$ cat src/rtl/edge_pkg.sv
// Shared constants for the multi-channel edge detector: FSM state encodings
// and the per-channel edge-mode selector values.
package edge_pkg;

  // Edge-tracking FSM states
  localparam logic [1:0] ZERO = 2'b00;
  localparam logic [1:0] RISE = 2'b01;
  localparam logic [1:0] ONE  = 2'b10;
  localparam logic [1:0] FALL = 2'b11;

  // Per-channel mode field: bit 0 enables rising edges, bit 1 falling edges
  localparam logic [1:0] MODE_OFF  = 2'b00;
  localparam logic [1:0] MODE_RISE = 2'b01;
  localparam logic [1:0] MODE_FALL = 2'b10;
  localparam logic [1:0] MODE_BOTH = 2'b11;

endpackage

$ cat src/rtl/edge_channel.sv
// One edge-detector channel: input synchroniser, tick-paced debouncer,
// four-state edge FSM, Moore/Mealy tick decode and a sticky pending flag.
module edge_channel
  import edge_pkg::*;
#(
  parameter int SYNC_STAGES = 2,
  parameter int DB_COUNT    = 4,
  parameter int DB_WIDTH    = 3
) (
  input  logic       clk,
  input  logic       reset_n,
  input  logic       sample_en,
  input  logic       level,
  input  logic [1:0] mode,
  input  logic       clear,
  output logic       level_db,
  output logic       moore_tick,
  output logic       mealy_tick,
  output logic       pending
);

  localparam logic [DB_WIDTH-1:0] DB_LIMIT = DB_WIDTH'(DB_COUNT);

  logic [SYNC_STAGES-1:0] sync_q, sync_d;
  logic [DB_WIDTH-1:0]    cnt_q, cnt_d, cnt_inc;
  logic                   level_db_q, level_db_d;
  logic [1:0]             state_q, state_d;
  logic                   pending_q, pending_d;
  logic                   s;
  logic                   rise_en, fall_en;

  assign s       = sync_q[SYNC_STAGES-1];
  assign cnt_inc = cnt_q + DB_WIDTH'(1);

  // Shift the raw input through the synchroniser chain every clock
  always_comb begin
    sync_d = {sync_q[SYNC_STAGES-2:0], level};
  end

  // Debounce: a new level must persist DB_COUNT sample strobes; 0 means follow s directly
  always_comb begin
    level_db_d = level_db_q;
    cnt_d      = cnt_q;
    if (DB_COUNT == 0) begin
      level_db_d = s;
      cnt_d      = '0;
    end else if (s == level_db_q) begin
      cnt_d = '0;
    end else if (sample_en) begin
      if (cnt_inc == DB_LIMIT) begin
        level_db_d = s;
        cnt_d      = '0;
      end else begin
        cnt_d = cnt_inc;
      end
    end
  end

  // Edge FSM follows level_db regardless of mode; RISE/FALL last one cycle each
  always_comb begin
    state_d = state_q;
    case (state_q)
      ZERO:    state_d = level_db_q ? RISE : ZERO;
      RISE:    state_d = level_db_q ? ONE  : FALL;
      ONE:     state_d = level_db_q ? ONE  : FALL;
      FALL:    state_d = level_db_q ? RISE : ZERO;
      default: state_d = ZERO;
    endcase
  end

  assign rise_en = (mode == MODE_RISE) || (mode == MODE_BOTH);
  assign fall_en = (mode == MODE_FALL) || (mode == MODE_BOTH);

  // Moore tick comes from state alone; Mealy tick sees the new level one cycle earlier
  assign moore_tick = ((state_q == RISE) && rise_en) || ((state_q == FALL) && fall_en);
  assign mealy_tick = (rise_en && level_db_q && ((state_q == ZERO) || (state_q == FALL))) ||
                      (fall_en && !level_db_q && ((state_q == ONE) || (state_q == RISE)));

  // Sticky pending: a new event wins over a simultaneous clear so it is never lost
  always_comb begin
    pending_d = mealy_tick | (pending_q & ~clear);
  end

  // State registers with asynchronous active-low reset
  always_ff @(posedge clk or negedge reset_n) begin
    if (!reset_n) begin
      sync_q     <= '0;
      cnt_q      <= '0;
      level_db_q <= 1'b0;
      state_q    <= ZERO;
      pending_q  <= 1'b0;
    end else begin
      sync_q     <= sync_d;
      cnt_q      <= cnt_d;
      level_db_q <= level_db_d;
      state_q    <= state_d;
      pending_q  <= pending_d;
    end
  end

  assign level_db = level_db_q;
  assign pending  = pending_q;

endmodule

$ cat src/rtl/multi_edge_detector.sv
// N-channel edge detector top: slices the buses and instantiates one
// independent edge_channel per input.
module multi_edge_detector #(
  parameter int N           = 4,
  parameter int SYNC_STAGES = 2,
  parameter int DB_COUNT    = 4,
  parameter int DB_WIDTH    = 3
) (
  input  logic           clk,
  input  logic           reset_n,
  input  logic           sample_en,
  input  logic [N-1:0]   level,
  input  logic [2*N-1:0] mode,
  input  logic [N-1:0]   clear,
  output logic [N-1:0]   level_db,
  output logic [N-1:0]   moore_tick,
  output logic [N-1:0]   mealy_tick,
  output logic [N-1:0]   pending
);

  for (genvar gi = 0; gi < N; gi++) begin : g_ch
    edge_channel #(
      .SYNC_STAGES (SYNC_STAGES),
      .DB_COUNT    (DB_COUNT),
      .DB_WIDTH    (DB_WIDTH)
    ) u_ch (
      .clk        (clk),
      .reset_n    (reset_n),
      .sample_en  (sample_en),
      .level      (level[gi]),
      .mode       (mode[2*gi+1:2*gi]),
      .clear      (clear[gi]),
      .level_db   (level_db[gi]),
      .moore_tick (moore_tick[gi]),
      .mealy_tick (mealy_tick[gi]),
      .pending    (pending[gi])
    );
  end

endmodule

$ cat config.mk
export PLATFORM = sky130hd
export DESIGN_NAME = multi_edge_detector
export DESIGN_NICKNAME = d
export VERILOG_FILES = /design/src/rtl/edge_pkg.sv /design/src/rtl/edge_channel.sv /design/src/rtl/multi_edge_detector.sv
export SDC_FILE = /design/constraint.sdc
export NUM_CORES = 1
export LEC_CHECK = 0
export BUFFER_PORTS_ARGS = -buffer_cell sky130_fd_sc_hd__buf_2
export CAP_MARGIN = 10
export CORE_ASPECT_RATIO = 0.7
export CORE_MARGIN = 2
export CORE_UTILIZATION = 54
export CTS_CLUSTER_DIAMETER = 50
export DETAILED_ROUTE_END_ITERATION = 10
export PLACE_DENSITY = 0.78
export SYNTH_ARGS = -nofsm -noshare
export SYNTH_HDL_FRONTEND = slang
export SYNTH_SLANG_ARGS = --single-unit
$ cat constraint.sdc
create_clock -name clk -period 2 [get_ports clk]
set_clock_uncertainty 0.1 [all_clocks]
set_input_delay 0.2 -clock clk [delete_from_list [all_inputs] [get_ports clk]]
set_output_delay 0.2 -clock clk [all_outputs]
set_load 0.02 [all_outputs]
==> reports/metrics.cfg, run 1 <==
[route]
detail_route.wl_per_cell_um = 12.53
top_layer = met4
drt_wl_total_um = 2831
drt-initial-drc-count = 37
firstDrtPassIters = 4
ant_nets = 0
dr_total_vias = 1175
routed_via_density = 5.199
wl_met2_um = 1519
wl_met3_um = 107
drc_errors = 0
wl_met1_um = 1153

[power]
total_power_w = 0.002320
power.density_mw_per_mm2 = 1135
vdd_drop_max_uv = 529.4
leakage_nw = 1.116

[die]
core-area_mm2 = 0.003191
core.rowCount = 17
dieArea_mm2 = 0.003857
start_util_pct = 57.02
io_pins = 35
fp.dieW_um = 73.38
dieHeight_um = 52.56

[cells_and_area]
final_cell_mix = dfrtp_1, buf_2, ha_1, inv_1, nor2_1
final_common_cell = dfrtp_1
finalNonFillerCells = 226
antenna_cells = 0
drive_gt1_share_pct = 27.13
syn_to_final_growth_pct = 12.38
fin_nets = 222

[sta]
rsz0062_at_grt = no
fmax_mhz = 529.6
setup_viol = 0
finalHoldViolations = 0
drv_slew = 0
period_minus_slack_ns = 1.888
tns_ns = 0
relSlewSlack_pct = 48.18
tightest_slew_ns = 0.7774
fin_crit_sh_pct = 94.42

[synth]
ys_seq_area_share_pct = 49.52
syn_inst = 159
synth_cell_types = 22
ys_ff_latch = 36
synth_area_per_cell_um2 = 11.44
ys.warnings.count = 0
syn_area_mm2 = 0.001819
synth_nets = 194

[flow_run]
max-cap-violations = 0

[grt]
grt_pass1_wl_um = 4664
grt_usage_pct = 16.60
first_global_vias = 1179
gr-total-overflow = 0
antenna_found_initial = 0
grt_max_degree = 37

[critical_path]
path_class = flip-flop to output pin
arrival_ns = 1.59
path_cells = ha_1 > nand2b_1 > o21ai_0 > buf_2
crit_slowest_cell = dfrtp_1
cp.required_ns = 1.70
end_kind = output pin
critPathMaxFanout = 4
cp_slowest_stage_delay_ns = 0.39
critPathLaunchType = flip-flop

[hold_path]
min_path_type = input pin to flip-flop

[placement]
dp.cells = 213
place_congestion = 0.6825
io_buffers = 34
hpwl_um = 2107

[clock_network]
cts.htree.levels = 2
cts.sinks = 36
clock_latency_ns = 0.29
cts_tree = yes
ctsResizeCount = 0
cts_buffers = 5
clockRootBuffer = clkbuf_8
cts_buffer_depth = 2
path_clk_slew_ns = 0.07

[run_status]
outcome = finished clean

area by class of cell:
type	instances	area [um2]
fill	249	1146
sequential	36	900.9
tap	38	47.55
clock buffer	6	82.58
multi-input combinational	92	734.5
timing repair buffer	39	220.2
clock inverter	2	10.01
inverter	13	48.80
repair_timing:
item | CTS | global route
hold endpoints to repair | 40 | 0
buffers inserted | 0 | 0
setup endpoints to repair | 0 | 0
hold buffers | 5 | 0
critical path: cells and delay by family (launching register included):
family,cells,cell delay (ns)
flops,1,0.39
fa+ha+maj,1,0.35
compound gates,1,0.20
buf+inv,1,0.20
simple gates,1,0.16
report_power, final:
| part | leakage, nW | internal (W) | switching [W] | total, W |
|---|---|---|---|---|
| clock | 0.0510 | 0.000274 | 0.000246 | 0.000520 |
| sequential | 0.453 | 0.000884 | 0.0000864 | 0.000970 |
| combinational | 0.612 | 0.000360 | 0.000469 | 0.000830 |
cell usage after synthesis (all sizes together):
cell / count / area, um2
mux2: 4 / 60.06
a211o: 4 / 38.79
ha: 16 / 200.2
xor2: 4 / 35.03
inv: 13 / 48.79
buf: 18 / 135.1
dfrtp: 36 / 900.9
a21oi: 5 / 25.02
nand2: 4 / 15.01
nor2: 11 / 41.29
mux2i: 4 / 40.04
o21ai: 8 / 40.03
a21o: 4 / 30.03
nand3: 8 / 40.04
nand2b: 4 / 25.02
xnor2: 8 / 70.07
a22o: 4 / 35.03
a32oi: 3 / 26.28
and4bb: 1 / 12.51
metal layers:
metal / global-route usage, % / up-vias
met5: 0 / -
met3: 4.615 / 7
met1: 16.48 / 570
met4: 7.879 / 0
li1: - / 575
met2: 31.98 / 23
state kept, by name, summed over array words and instances (netlist names):
signal              flops
g_ch.u_ch.cnt_q        12
g_ch.u_ch.state_q       8
g_ch.u_ch.sync_q        8
g_ch.u_ch.level_db      4
g_ch.u_ch.pending       4
worst paths after layout:
kind | start | to | slack, ns | cells past startpoint
max | g_ch[3].u_ch.state_q[0] | mealy_tick[3] | 0.11 | 4
min in group asynchronous | reset_n | g_ch[2].u_ch.sync_q[1] | 0.42 | 2
min reg2reg | g_ch[0].u_ch.sync_q[0] | g_ch[0].u_ch.sync_q[1] | 0.25 | 0
min | clear[2] | g_ch[2].u_ch.pending | 0.07 | 3
max reg2reg | g_ch[3].u_ch.cnt_q[0] | g_ch[3].u_ch.level_db | 0.46 | 4
max in group asynchronous | reset_n | g_ch[2].u_ch.level_db | 0.87 | 2
kinds of logic (layout without fill, tap and decap cells):
family	count (synthesis)	after routing	synth area share [%]
AO/OA/AOI/OAI	28	28	10.73
XOR/XNOR	12	12	5.777
adder cells (fa/ha/maj)	16	16	11.00
buffers and inverters	31	60	10.11
flip-flops	36	36	49.52
multiplexers	8	8	5.502
AND/OR/NAND/NOR	28	28	7.359
stage by stage:
step | worst slack [ns] | hold WS [ns] | instance area [um2] | utilization [%]
global placement | 0.4718 | 0.2079 | 1902 | 59.61
floorplan | 0.5031 | -0.1956 | 1819 | -
finish | 0.1117 | 0.07363 | 2044 | 64.08
detailed placement | 0.3855 | 0.2093 | 1902 | 59.61
global route | 0.02283 | 0.07126 | 2044 | 64.08
CTS | 0.06794 | 0.06976 | 2044 | 64.08
Note: power is estimated with default switching activity, not from simulation.
==> inputs of run 2 (changes only) <==
Settings changed: ABC_AREA set to 1, CORE_UTILIZATION 54 to 55, PLACE_DENSITY 0.78 to 0.79.
==> run 2 against run 1 <==
  * Synthesized cell count is 43% higher
  * Clock power is 18% higher
  * Via count is 18% higher
  * Largest cell class unchanged
  * Total power is 5.3% higher
  * Global-route usage is 1.0 points higher
  * First-iteration DRC count is 16% higher
  * Critical path depth is 2 higher
  * Flip-flop and latch count stayed put
  * Worst hold slack better by 0.12 ns
  * Register-to-register slack better by 0.22 ns
==> reports/metrics.cfg, run 2 <==
[synth]
synth_top_area_cell = dfrtp_1
syn_inst = 228
synth_nets = 263
ys_ff_latch = 36
syn_area_mm2 = 0.001957
synth.most_common_cell = nand2_1
synth_cell_types = 21
synth_edf_count = 0
synth_area_per_cell_um2 = 8.583
ys_async_sr_fraction_pct = 100.0
yosysTopAreaCellShare_pct = 46.04
ys.warnings.count = 0
ys_seq_area_share_pct = 46.04
ys_top_cells_by_area = dfrtp_1, nand2_1, ha_1
synth_commonest_cells = nand2_1, dfrtp_1, inv_1
synth_ff_type = dfrtp_1

[cells_and_area]
seqCellArea_um2 = 900.9
multiInputGateArea_um2 = 769.5
syn_to_final_growth_pct = 15.28
largest_reg_flops = 12
antenna_cells = 0
fill_cells = 303
regMostFlops = g_ch.u_ch.cnt_q
final_util_pct = 65.04
final_cell_mix = nand2_1, inv_1, dfrtp_1, buf_2, ha_1
drive_gt1_share_pct = 23.28
final_common_cell = nand2_1
fin_nets = 296
top_regs = g_ch.u_ch.cnt_q: 12 flops, g_ch.u_ch.state_q: 8 flops, g_ch.u_ch.sync_q: 8 flops

[hold_path]
min-delay-start = mode[1]
min_path_type = input pin to flip-flop

[die]
start_util_pct = 56.42
fp.dieW_um = 75.30
io_pins = 35
core-area_mm2 = 0.003468
dieArea_mm2 = 0.004059
core.rowCount = 18
dieHeight_um = 53.91

[grt]
grt_usage_pct = 17.60
grt_pass1_wl_um = 5216
gr-total-overflow = 0
grt_max_degree = 37
antenna_found_initial = 0
first_global_vias = 1267

[route]
detail_route.wl_per_cell_um = 9.696
drt-initial-drc-count = 43
ant_nets = 0
wl_met3_um = 102
routed_via_density = 4.455
dr_total_vias = 1390
firstDrtPassIters = 4
top_layer = met4
drt_wl_total_um = 3025
wl_met1_um = 1558
drc_errors = 0
wl_met2_um = 1322

[placement]
hpwl_um = 2140
place_congestion = 0.7777
io_buffers = 34

[sta]
fmax_mhz = 558.4
finalHoldViolations = 0
rsz0062_at_grt = no
relSlewSlack_pct = 48.17
setup_viol = 0
tns_ns = 0
fin_crit_sh_pct = 89.55
drv_slew = 0
period_minus_slack_ns = 1.791
tightest_slew_ns = 0.7774

[clock_network]
cts.sinks = 36
clockRootBuffer = clkbuf_8
cts_buffers = 5
cts_buffer_depth = 2
cts.htree.levels = 2
cts_tree = yes
cts_setup_buffers = 0
clock_latency_ns = 0.28
path_clk_slew_ns = 0.07

[flow_run]
max-cap-violations = 0

[critical_path]
cp_slowest_stage_delay_ns = 0.38
reg2reg_from = g_ch[2].u_ch.state_q[1]
path_common_cell = inv_1
end_kind = output pin
crit_start = g_ch[2].u_ch.state_q[1]
path_cells = inv_1 > ha_1 > inv_1 > nand3_1 > o21ai_2 > buf_2
crit_slowest_cell = dfrtp_1
critPathMaxFanout = 3
critPathLaunchType = flip-flop
path_class = flip-flop to output pin
arrival_ns = 1.49
cp.required_ns = 1.70

[power]
vdd_drop_max_uv = 687.7
power.density_mw_per_mm2 = 1083
leakage_nw = 1.265

[run_status]
outcome = finished clean

==> run 2: changes by cell type in the layout (fill, tap and decap cells not counted), sizes merged, moves of 4 or more <==
cell,delta
mux2,-4
a211o,-4
dlygate4sd3,+4
a21oi,-5
nor2,+4
nand2b,-4
a21o,-4
nand2,+70
mux2i,-4
inv,+27
xnor2,-8
==> run 2: cell type report <==
cell class	count	share of cell area, %
clock buffers	6	3.217
clock inverters	2	1.553
inverters	40	6.877
multi-input cells	135	34.11
flip-flops and latches	36	39.93
well taps	50	2.773
repair buffers	43	11.54
==> run 2: timing repair <==
action	CTS	global route
setup endpoints to repair	0	0
hold buffers	9	0
resized for setup	0	0
hold endpoints to repair	44	0
==> run 2: metrics by stage <==
| stage | total power (W) | std cells | hold WS (ns) | area [um2] | setup slack, ns |
|---|---|---|---|---|---|
| floorplan | 0.001742 | 228 | -0.1956 | 1957 | 0.6506 |
| global placement | 0.001778 | 295 | 0.2088 | 2058 | 0.6049 |
| detailed placement | 0.001822 | 295 | 0.2093 | 2058 | 0.5727 |
| CTS | 0.002472 | 312 | 0.1820 | 2256 | 0.2351 |
| global route | 0.002658 | 312 | 0.2238 | 2256 | 0.1045 |
| finish | 0.002442 | 312 | 0.1928 | 2256 | 0.2091 |
==> run 2: logic make-up after synthesis <==
logic type | synth area share, %
adder cells (fa/ha/maj) | 10.23
flip-flops | 46.04
AND/OR/NAND/NOR | 23.15
AO/OA/AOI/OAI | 5.051
buffers and inverters | 14.64
XOR/XNOR | 0.8953
==> run 2: final timing paths <==
kind	endpoint	slack, ns	cells after the start
setup / recovery	mealy_tick[2]	0.21	6
hold / removal	g_ch[0].u_ch.pending	0.19	5
setup reg to reg	g_ch[2].u_ch.pending	0.68	7
hold reg to reg	g_ch[2].u_ch.sync_q[1]	0.25	0
max in group asynchronous	g_ch[2].u_ch.cnt_q[0]	0.87	2
min in group asynchronous	g_ch[1].u_ch.state_q[1]	0.43	2
==> run 2: power by group <==
part / leakage [nW] / internal, W / switching (W) / total (W)
combinational: 0.762 / 0.000321 / 0.000530 / 0.000850
clock: 0.0552 / 0.000370 / 0.000245 / 0.000615
sequential: 0.448 / 0.000887 / 0.0000906 / 0.000977
total: 1.26 / 0.00158 / 0.000865 / 0.00244
==> run 2: layer usage <==
metal	GRT usage, %	up-vias
met4	6.140	0
met1	24.82	621
met3	5.056	7
met2	26.09	17
li1	-	745
met5	0	-
==> run 2: critical path: cells and delay by family, from the launching register on <==
kind | cells | cell delay, ns
flip-flops | 1 | 0.38
buffers and inverters | 3 | 0.33
AO/OA/AOI/OAI | 1 | 0.08
adder cells (fa/ha/maj) | 1 | 0.31
AND/OR/NAND/NOR | 1 | 0.09
==> inputs of run 3 (changes only) <==
Settings changed: CORE_UTILIZATION 55 to 40, PLACE_DENSITY 0.79 to 0.67.
==> run 3 against run 2 <==
  * Clock-buffer cell count grew 1
  * Largest cell class unchanged
  * Utilization shrank 17 points
  * Register-to-register slack improved by 0.07 ns
  * Die area grew 35%
  * Global-route usage fell by 4.1 points
  * Critical path depth fell by 1
==> reports/metrics.cfg, run 3 (synthesis results as in run 2) <==
[run_status]
outcome = finished clean

[cells_and_area]
final_util_pct = 48.01
fin_nets = 298
final_cell_mix = nand2_1, inv_1, dfrtp_1, buf_2, ha_1
antenna_cells = 0
finalNonFillerCells = 332
final_common_cell = nand2_1
syn_to_final_growth_pct = 16.69
regMostFlops = g_ch.u_ch.cnt_q
drive_gt1_share_pct = 23.95
top_regs = g_ch.u_ch.cnt_q: 12 flops, g_ch.u_ch.state_q: 8 flops, g_ch.u_ch.sync_q: 8 flops
largest_reg_flops = 12

[critical_path]
r2r_cells = 7
cp.required_ns = 1.70
end_kind = output pin
critPathMaxFanout = 3
rr_endpoint = g_ch[2].u_ch.pending
reg2reg_from = g_ch[2].u_ch.state_q[1]
arrival_ns = 1.43
path_class = flip-flop to output pin
r2r_slack_ns = 0.75
critPathLaunchType = flip-flop

[hold_path]
min_delay_path_depth = 5
min-delay-start = mode[0]
holdPathEnd = g_ch[0].u_ch.pending
min_path_type = input pin to flip-flop

[die]
fp.dieW_um = 87.60
dieHeight_um = 62.52
core.rowCount = 21
start_util_pct = 41.15
dieArea_mm2 = 0.005477
io_pins = 35
core-area_mm2 = 0.004756

[placement]
dp.cells = 316
io_buffers = 34
place_congestion = 0.7947
post-place-ws_ns = 0.5741
hpwl_um = 2406

[grt]
grt_usage_pct = 13.53
antenna_found_initial = 0
grt_max_degree = 17
grt_pass1_wl_um = 5816
gr-total-overflow = 0
first_global_vias = 1417

[clock_network]
clock_latency_ns = 0.29
cts_setup_buffers = 0
path_clk_slew_ns = 0.07
clockRootBuffer = clkbuf_8
cts_buffers = 5
ctsResizeCount = 0
cts_tree = yes
cts.htree.levels = 2
cts_buffer_depth = 2
hold_buffers = 9
cts.sinks = 36

[route]
drt_wl_total_um = 3179
routed_via_density = 4.325
ant_nets = 0
drt-initial-drc-count = 60
drc_errors = 0
firstDrtPassIters = 4
detail_route.wl_per_cell_um = 9.575
dr_total_vias = 1436

[sta]
layout_setup_ws_ns = 0.2713
finalHoldViolations = 0
fmax_mhz = 578.5
drv_slew = 0
tightest_slew_ns = 0.3232
rsz0062_at_grt = no
whs_ns = 0.1768
period_minus_slack_ns = 1.729
tns_ns = 0
fin_crit_sh_pct = 86.43
relSlewSlack_pct = 78.46
setup_viol = 0

[power]
power.density_mw_per_mm2 = 1038
leakage_nw = 1.270
vdd_drop_max_uv = 524.9

[flow_run]
max-cap-violations = 0

[run 3: cell types whose count changed in the layout (fill, tap and decap cells not counted), sizes merged]
cell	before	now
clkbuf	6	7
buf	34	36
clkinv	1	0
bufinv	1	0
[run 3: how the worst max path moves through the flow]
| stage | startpoint | to | slack [ns] | depth (start not counted) |
|---|---|---|---|---|
| after floorplan | g_ch[1].u_ch.state_q[0] | mealy_tick[1] | 0.65 | 5 |
| after global placement | g_ch[1].u_ch.state_q[0] | mealy_tick[1] | 0.60 | 5 |
| after detailed placement | g_ch[1].u_ch.state_q[0] | mealy_tick[1] | 0.57 | 5 |
| after CTS | g_ch[1].u_ch.state_q[0] | mealy_tick[1] | 0.25 | 5 |
| after global routing | g_ch[1].u_ch.state_q[0] | mealy_tick[1] | 0.13 | 5 |
| final | g_ch[1].u_ch.state_q[0] | mealy_tick[1] | 0.27 | 5 |
[run 3: metal layers]
layer / part of all wire [%] / GRT usage, %
met1: 50 / 17.34
met2: 46 / 20.93
met3: 4.1 / 5.548
met4: 0 / 4.038
met5: 0 / 0
[run 3: worst max-delay path: stages (launching register included)]
cell and delay [ns]:
dfrtp_1 0.39, ha_1 0.31, inv_1 0.09, nand3_1 0.08, o21ai_1 0.10, buf_2 0.19
[run 3: area by class of cell]
| type | instances | area [um2] |
|---|---|---|
| Inverter | 40 | 155.1 |
| Multi-Input combinational cell | 135 | 769.5 |
| Timing Repair Buffer | 45 | 275.3 |
| Sequential cell | 36 | 900.9 |
| Clock buffer | 7 | 96.34 |
| Fill cell | 473 | 2472 |
| Tap cell | 69 | 86.33 |
[run 3: through the flow]
step                cell area [um2]  total power [W]
global placement               2097         0.001790
CTS                            2283         0.002407
global route                   2283         0.002595
floorplan                      1957         0.001742
detailed placement             2097         0.001823
finish                         2283         0.002369
[run 3: power breakdown]
part	switching, W	total [W]	leakage, nW	internal [W]
sequential	0.0000880	0.000974	0.448	0.000886
clock	0.000253	0.000560	0.0503	0.000307
combinational	0.000516	0.000835	0.771	0.000319
total	0.000857	0.00237	1.27	0.00151
